### src/rtl/qos_pkg.sv
// Shared types and default constants for the qos credit arbiter.
package qos_pkg;

  // Arbiter FSM states. BLOCK is only reachable when the starvation guard is built in.
  typedef enum logic [1:0] {
    IDLE  = 2'd0,
    GNT   = 2'd1,
    BLOCK = 2'd2
  } qos_arb_state_t;

  localparam int unsigned QOS_DEF_NUM_REQ     = 4;
  localparam int unsigned QOS_DEF_CW          = 32;
  localparam int unsigned QOS_DEF_SZW         = 8;
  localparam int unsigned QOS_DEF_INIT_CREDIT = 256;
  localparam int unsigned QOS_DEF_STARVE_LIM  = 4;

endpackage

### src/rtl/qos_rr_pick.sv
// Rotate-priority picker: the first eligible requester at or after ptr wins.
module qos_rr_pick #(
  parameter int unsigned N  = 4,
  parameter int unsigned PW = 2
) (
  input  logic [N-1:0]  elig,
  input  logic [PW-1:0] ptr,
  output logic [N-1:0]  win_oh,
  output logic          win_vld
);

  logic [N-1:0]   rot_s;
  logic [N-1:0]   low_s;
  logic [2*N-1:0] back_s;

  // Rotate so ptr sits at bit 0, isolate the lowest set bit, rotate back.
  always_comb begin
    rot_s   = N'({elig, elig} >> ptr);
    low_s   = rot_s & (~rot_s + {{(N-1){1'b0}}, 1'b1});
    back_s  = {{N{1'b0}}, low_s} << ptr;
    win_oh  = back_s[N-1:0] | back_s[2*N-1:N];
    win_vld = |elig;
  end

endmodule

### src/rtl/qos_credit_arb.sv
// Credit-based QoS arbiter: round-robin grant among requesters whose size fits
// the shared credit pool, with debit on grant and saturating credit return.
// Optional starvation guard enabled by defining QOS_STARVE_GUARD_EN.
module qos_credit_arb
  import qos_pkg::*;
#(
  parameter int unsigned NUM_REQ     = QOS_DEF_NUM_REQ,
  parameter int unsigned CW          = QOS_DEF_CW,
  parameter int unsigned SZW         = QOS_DEF_SZW,
  parameter int unsigned INIT_CREDIT = QOS_DEF_INIT_CREDIT,
  parameter int unsigned STARVE_LIM  = QOS_DEF_STARVE_LIM
) (
  input  logic                       clk,
  input  logic                       rst,
  input  logic [NUM_REQ-1:0]         req,
  input  logic [NUM_REQ*SZW-1:0]     req_size,
  input  logic                       ret_vld,
  input  logic [SZW-1:0]             ret_amt,
  input  logic                       init_load,
  input  logic [CW-1:0]              init_credit,
  output logic [NUM_REQ-1:0]         gnt,
  output logic [$clog2(NUM_REQ)-1:0] gnt_id,
  output logic [CW-1:0]              avail_credit,
  output logic                       ovf_err,
  output logic                       blocked
);

  localparam int unsigned PW       = $clog2(NUM_REQ);
  localparam logic [CW-1:0] INIT_V = CW'(INIT_CREDIT);
  localparam logic [CW:0] SAT_MAX  = {1'b0, {CW{1'b1}}};

  // Parameter sanity, caught at elaboration.
  if (NUM_REQ < 2 || NUM_REQ > 16) begin : g_bad_num_req
    $error("qos_credit_arb: NUM_REQ must be 2..16");
  end
  if (STARVE_LIM < 1) begin : g_bad_lim
    $error("qos_credit_arb: STARVE_LIM must be at least 1");
  end
  if (CW < SZW) begin : g_bad_cw
    $error("qos_credit_arb: CW must be at least SZW");
  end

  qos_arb_state_t     state_q, state_d;
  logic [NUM_REQ-1:0] gnt_q, gnt_d;
  logic [PW-1:0]      gnt_id_q, gnt_id_d;
  logic [PW-1:0]      rr_ptr_q, rr_ptr_d;
  logic [CW-1:0]      avail_q, avail_d;
  logic               ovf_q, ovf_d;
  logic               blocked_q, blocked_d;

  logic [SZW-1:0]     size_s [NUM_REQ];
  logic [NUM_REQ-1:0] elig_s;
  logic [NUM_REQ-1:0] pick_oh_s;
  logic               pick_vld_s;
  logic [SZW-1:0]     debit_s;
  logic [CW:0]        sum_s;

`ifdef QOS_STARVE_GUARD_EN
  localparam int unsigned CNTW  = $clog2(STARVE_LIM + 1);
  localparam logic [CNTW-1:0] LIM_V = CNTW'(STARVE_LIM);
  logic [CNTW-1:0]    byp_q [NUM_REQ];
  logic [CNTW-1:0]    byp_d [NUM_REQ];
  logic [NUM_REQ-1:0] starv_s;
  logic [NUM_REQ-1:0] tgt_oh_s;
  logic               tgt_found_s;
`endif

  // One-hot to index encoder.
  function automatic logic [PW-1:0] oh2idx(input logic [NUM_REQ-1:0] oh);
    logic [PW-1:0] idx;
    idx = {PW{1'b0}};
    for (int i = 0; i < NUM_REQ; i++) begin
      idx = idx | (oh[i] ? PW'(i) : {PW{1'b0}});
    end
    return idx;
  endfunction

  // Size of the requester selected by a one-hot vector.
  function automatic logic [SZW-1:0] sel_size(input logic [NUM_REQ-1:0] oh,
                                               input logic [NUM_REQ*SZW-1:0] sizes);
    logic [SZW-1:0] sz;
    sz = {SZW{1'b0}};
    for (int i = 0; i < NUM_REQ; i++) begin
      sz = sz | (sizes[i*SZW +: SZW] & {SZW{oh[i]}});
    end
    return sz;
  endfunction

  // Round-robin pointer advance: one past the winner, wrapping at NUM_REQ.
  function automatic logic [PW-1:0] next_ptr(input logic [PW-1:0] idx);
    return (idx == PW'(NUM_REQ - 1)) ? {PW{1'b0}} : idx + PW'(1);
  endfunction

  // Unpack sizes and form the eligible set against the current pool.
  always_comb begin
    for (int i = 0; i < NUM_REQ; i++) begin
      size_s[i] = req_size[i*SZW +: SZW];
      elig_s[i] = req[i] && (CW'(size_s[i]) <= avail_q);
    end
  end

  qos_rr_pick #(
    .N  (NUM_REQ),
    .PW (PW)
  ) u_pick (
    .elig    (elig_s),
    .ptr     (rr_ptr_q),
    .win_oh  (pick_oh_s),
    .win_vld (pick_vld_s)
  );

`ifdef QOS_STARVE_GUARD_EN
  // Starved requesters and the lowest-index one among them.
  always_comb begin
    tgt_found_s = 1'b0;
    for (int i = 0; i < NUM_REQ; i++) begin
      starv_s[i]  = req[i] && (byp_q[i] >= LIM_V);
      tgt_oh_s[i] = starv_s[i] && !tgt_found_s;
      tgt_found_s = tgt_found_s || starv_s[i];
    end
  end
`endif

  // Arbiter next-state, grant and pointer logic.
  always_comb begin
    state_d   = state_q;
    gnt_d     = {NUM_REQ{1'b0}};
    gnt_id_d  = gnt_id_q;
    rr_ptr_d  = rr_ptr_q;
    debit_s   = {SZW{1'b0}};
    blocked_d = 1'b0;
`ifdef QOS_STARVE_GUARD_EN
    byp_d     = byp_q;
`endif
    case (state_q)
      IDLE: begin
`ifdef QOS_STARVE_GUARD_EN
        if (tgt_found_s) begin
          state_d   = BLOCK;
          blocked_d = 1'b1;
        end else
`endif
        if (pick_vld_s) begin
          state_d  = GNT;
          gnt_d    = pick_oh_s;
          gnt_id_d = oh2idx(pick_oh_s);
          rr_ptr_d = next_ptr(oh2idx(pick_oh_s));
          debit_s  = sel_size(pick_oh_s, req_size);
`ifdef QOS_STARVE_GUARD_EN
          for (int i = 0; i < NUM_REQ; i++) begin
            if (pick_oh_s[i]) begin
              byp_d[i] = {CNTW{1'b0}};
            end else if (req[i] && !elig_s[i] && (byp_q[i] < LIM_V)) begin
              byp_d[i] = byp_q[i] + CNTW'(1);
            end else begin
              byp_d[i] = byp_q[i];
            end
          end
`endif
        end else begin
          state_d = IDLE;
        end
      end
      GNT: begin
        state_d = IDLE;
      end
`ifdef QOS_STARVE_GUARD_EN
      BLOCK: begin
        if (!tgt_found_s) begin
          state_d = IDLE;
        end else if (|(tgt_oh_s & elig_s)) begin
          state_d  = GNT;
          gnt_d    = tgt_oh_s;
          gnt_id_d = oh2idx(tgt_oh_s);
          rr_ptr_d = next_ptr(oh2idx(tgt_oh_s));
          debit_s  = sel_size(tgt_oh_s, req_size);
          for (int i = 0; i < NUM_REQ; i++) begin
            byp_d[i] = tgt_oh_s[i] ? {CNTW{1'b0}} : byp_q[i];
          end
        end else begin
          state_d   = BLOCK;
          blocked_d = 1'b1;
        end
      end
`endif
      default: begin
        state_d = IDLE;
      end
    endcase
`ifdef QOS_STARVE_GUARD_EN
    // A requester that withdraws is no longer being bypassed.
    for (int i = 0; i < NUM_REQ; i++) begin
      byp_d[i] = req[i] ? byp_d[i] : {CNTW{1'b0}};
    end
`endif
  end

  // Credit pool: load wins over debit/return; otherwise debit plus return, saturating.
  always_comb begin
    sum_s = {1'b0, avail_q}
          - {{(CW+1-SZW){1'b0}}, debit_s}
          + (ret_vld ? {{(CW+1-SZW){1'b0}}, ret_amt} : {(CW+1){1'b0}});
    if (init_load) begin
      avail_d = init_credit;
      ovf_d   = ovf_q;
    end else if (sum_s > SAT_MAX) begin
      avail_d = {CW{1'b1}};
      ovf_d   = 1'b1;
    end else begin
      avail_d = sum_s[CW-1:0];
      ovf_d   = ovf_q;
    end
  end

  // State and registered outputs, synchronous reset.
  always_ff @(posedge clk) begin
    if (rst) begin
      state_q   <= IDLE;
      gnt_q     <= {NUM_REQ{1'b0}};
      gnt_id_q  <= {PW{1'b0}};
      rr_ptr_q  <= {PW{1'b0}};
      avail_q   <= INIT_V;
      ovf_q     <= 1'b0;
      blocked_q <= 1'b0;
`ifdef QOS_STARVE_GUARD_EN
      for (int i = 0; i < NUM_REQ; i++) begin
        byp_q[i] <= {CNTW{1'b0}};
      end
`endif
    end else begin
      state_q   <= state_d;
      gnt_q     <= gnt_d;
      gnt_id_q  <= gnt_id_d;
      rr_ptr_q  <= rr_ptr_d;
      avail_q   <= avail_d;
      ovf_q     <= ovf_d;
      blocked_q <= blocked_d;
`ifdef QOS_STARVE_GUARD_EN
      for (int i = 0; i < NUM_REQ; i++) begin
        byp_q[i] <= byp_d[i];
      end
`endif
    end
  end

  assign gnt          = gnt_q;
  assign gnt_id       = gnt_id_q;
  assign avail_credit = avail_q;
  assign ovf_err      = ovf_q;
  assign blocked      = blocked_q;

endmodule

### config.mk
export PLATFORM = sky130hd
export DESIGN_NAME = qos_credit_arb
export DESIGN_NICKNAME = d
export VERILOG_FILES = /design/src/rtl/qos_pkg.sv /design/src/rtl/qos_rr_pick.sv /design/src/rtl/qos_credit_arb.sv
export SDC_FILE = /design/constraint.sdc
export NUM_CORES = 1
export LEC_CHECK = 0
export CAP_MARGIN = 20
export CORE_UTILIZATION = 60
export DETAILED_ROUTE_END_ITERATION = 10
export DONT_BUFFER_PORTS = 1
export GPL_ROUTABILITY_DRIVEN = 1
export PLACE_DENSITY = 0.88
export SETUP_SLACK_MARGIN = 0.2
export SYNTH_ARGS = -nofsm -noshare
export SYNTH_HDL_FRONTEND = slang
export SYNTH_HIERARCHICAL = 1
export SYNTH_SLANG_ARGS = --single-unit
### constraint.sdc
create_clock -name clk -period 18.25 [get_ports clk]
set_input_delay 4.5625 -clock clk [delete_from_list [all_inputs] [get_ports clk]]
set_output_delay 4.5625 -clock clk [all_outputs]
set_load 0.02 [all_outputs]
==> impl_metrics.ini <==
[power_and_ir_drop]
irDropWorstVdd_uv = 64.2
pwr-share-clk = 0.104
p_leak_nw = 2.21
power_density_nw_per_um2 = 121
p_int_mw = 0.298
swShare = 0.514
power_frac_seq = 0.235
power.switching_mw = 0.315
combPwrFrac = 0.662

[floorplanning]
start_util = 0.629
die_area_sq_um = 8590
row_count = 32
die_height_microns = 92.7
ioPinCount = 120
fp.dieW_microns = 92.7
core-area_sq_um = 7850

[routing]
wirelength_microns = 13400
final_antenna_net_count = 0
wl_per_cell_microns = 19.4
drt_iter0_markers = 187
dr.pass1.iters = 5
avgViaCountPerCell = 6.53
vias = 4517
drc = 0

[place]
dp.final_hpwl_microns = 10900
gp_congestion = 0.929
portBuffers = 0

[yosys]
yosys_warnings = 6
yosys.area_share.simple = 0.176
synthMuxAreaShare = 0
ys_types = 66
synth_top_family_by_area = compound AO/OA/AOI/OAI gates
syn_area_per_cell_sq_um = 8.23
synth_compound_area_frac = 0.300
synthAdderAreaFrac = 0.228
synthCells = 599
synthXorXnorAreaFrac = 0.0497
synthFlopType = dfxtp_1
async_flop_share = 0
synth_edf_count = 0
syn_nets = 764
synth_area_sq_um = 4930
ys_seq_area_frac = 0.170
ys_ff_latch = 42

[worst_setup_path]
cp_max_fo = 13
cpPeakStageDelay_ns = 0.71
cpMostUsedCell = o21ai_0
startpoint_type = input port
end_kind = flop
arrival_ns = 10.43
required_ns = 18.39
crit_type = in -> reg
crit_slowest_cell = nor2_2
reg2reg_from = avail_credit[1]$_SDFF_PP0_
crit_chain = ha_1 -> nor2b_1 -> o21a_1 -> o21ai_0 -> nand2b_1 -> a21oi_1 -> o21ai_0 -> a31oi_1 -> nor2b_1 -> nor3_1 -> o31a_1 -> a22o_1 -> o21ai_0 -> fa_1 -> ha_1 -> o211a_1 -> o31ai_2 -> a31oi_1 -> o21a_1 -> o2111ai_1 -> o211ai_4 -> nor2_2 -> a221oi_1
crit_start = req_size[1]

[sta]
slew_headroom = 0.300
final-setup-viol-count = 0
tightest_slew_ns = 1.04
min_period_over_period = 0.564
rsz0062_at_grt = false
finalHoldViolations = 0
max_freq_ghz = 0.0971
fin_crit_ns = 10.30
timing.hold.ws_ns = 0.590
clock_skew_ns = 0.0137
slew_viol_final = 0
setup_tns_ns = 0

[clock_tree]
cts_buffer_depth = 2
holdBufCountCts = 0
cts_max_level = 2
ctsRootBufferMaster = clkbuf_8
tritoncts = yes
clock_sinks = 42
clkTransAtPathRegs_ns = 0.10
ctsResizeCount = 0
numCtsBuffers = 5
clk_latency_ns = 0.30
post-cts-setup-buffers = 0

[cells_and_area]
n_antenna_cell = 0
area_growth_pct = 3.04
layout.nets = 754
layout_commonest_cell = ha_1
final_cell_mix = 77 x ha_1, 74 x inv_1, 44 x nor2_1
drive_above_1_share = 0.0746

[global_routing]
grt_remaining_overflow = 0
first_global_vias = 4578
grt_pass1_wl_microns = 22000
grt_util_all_layers = 0.323
antenna_found_initial = 0
grt_max_degree = 39

[run]
drv_cap = 0

[outcome]
status = completed

[worst_hold_path]
hold_start = state_q[0]$_SDFF_PP0_
hold_class = reg -> reg
-- power groups by stage --
stage	sequential, mW	clock (mW)	combinational (mW)
after floorplan	0.139	0	0.325
after global placement	0.145	0	0.384
after detailed placement	0.146	0	0.394
after CTS	0.144	0.0647	0.398
after global routing	0.146	0.0685	0.448
final	0.144	0.0635	0.405
-- sequential cells by signal (all words and copies together), names as in the netlist --
signal and flops:
avail_credit 32, gnt 4, gnt_id 2, ovf_err 1, rr_ptr_q 2, state_q 1
-- metal layers --
layer,part of all wire,GRT usage,vias to the layer above
met5,0,0,-
met4,0.026,0.106,0
met3,0.086,0.0813,36
met2,0.47,0.530,208
met1,0.42,0.413,2122
li1,-,-,2151
-- kinds of logic after synthesis --
| group | Yosys count |
|---|---|
| other | 1 |
| DFF | 42 |
| adders and majority gates | 85 |
| AOI/OAI and AO/OA | 185 |
| buffers and inverters | 94 |
| and+or+nand+nor | 164 |
| xor gates and xnor gates | 28 |
-- worst max-delay path: cells and delay by family --
kind | cells | cell delay [ns]
compound gates | 15 | 3.42
simple gates | 5 | 1.24
fa+ha+maj | 3 | 1.19
-- cell type report --
cell class              instances  area (sq um)
repair buffers                  1          20.0
multi-input cells             463          3720
fillers                       672          2770
inverters                      76           285
clock inverters                 3          21.3
well taps                     102           128
clock buffers                   5          68.8
flip-flops and latches         42           841
-- through the flow --
stage          utilization  instances  power [mW]  instance area [sq um]  worst slack [ns]
6_report             0.648        692       0.612                   5080              7.95
5_1_grt              0.648        692       0.662                   5080              7.65
4_1_cts              0.645        691       0.607                   5060              8.04
3_5_place_dp         0.634        683       0.540                   4970              7.75
3_3_place_gp         0.634        683       0.529                   4970              7.99
2_1_floorplan            -        599       0.464                   4930              8.75
-- path summary, 6_finish.rpt --
check	to	slack, ns	cells after the start
max	avail_credit[14]$_SDFF_PP0_	7.95	23
min	gnt_id[0]$_SDFFE_PP0P_	0.59	3
max reg2reg	avail_credit[14]$_SDFF_PP0_	11.43	24
min reg2reg	gnt_id[0]$_SDFFE_PP0P_	0.59	3
-- Yosys cell counts (all sizes together), types with 7 or more instances --
master / number / area, sq um
a21oi: 42 / 218
a221oi: 15 / 200
a22oi: 12 / 90.1
a311oi: 15 / 188
clkbuf: 14 / 52.6
dfxtp: 42 / 841
fa: 8 / 160
ha: 77 / 963
inv: 76 / 285
nand2: 25 / 93.8
nand2b: 17 / 106
nand4: 10 / 62.6
nor2: 45 / 171
nor2b: 20 / 125
nor3: 17 / 95.1
o211ai: 12 / 104
o21a: 15 / 113
o21ai: 26 / 134
o21bai: 7 / 52.6
xnor2: 17 / 149
xor2: 11 / 96.3
Note: power is estimated with default switching activity, not from simulation.
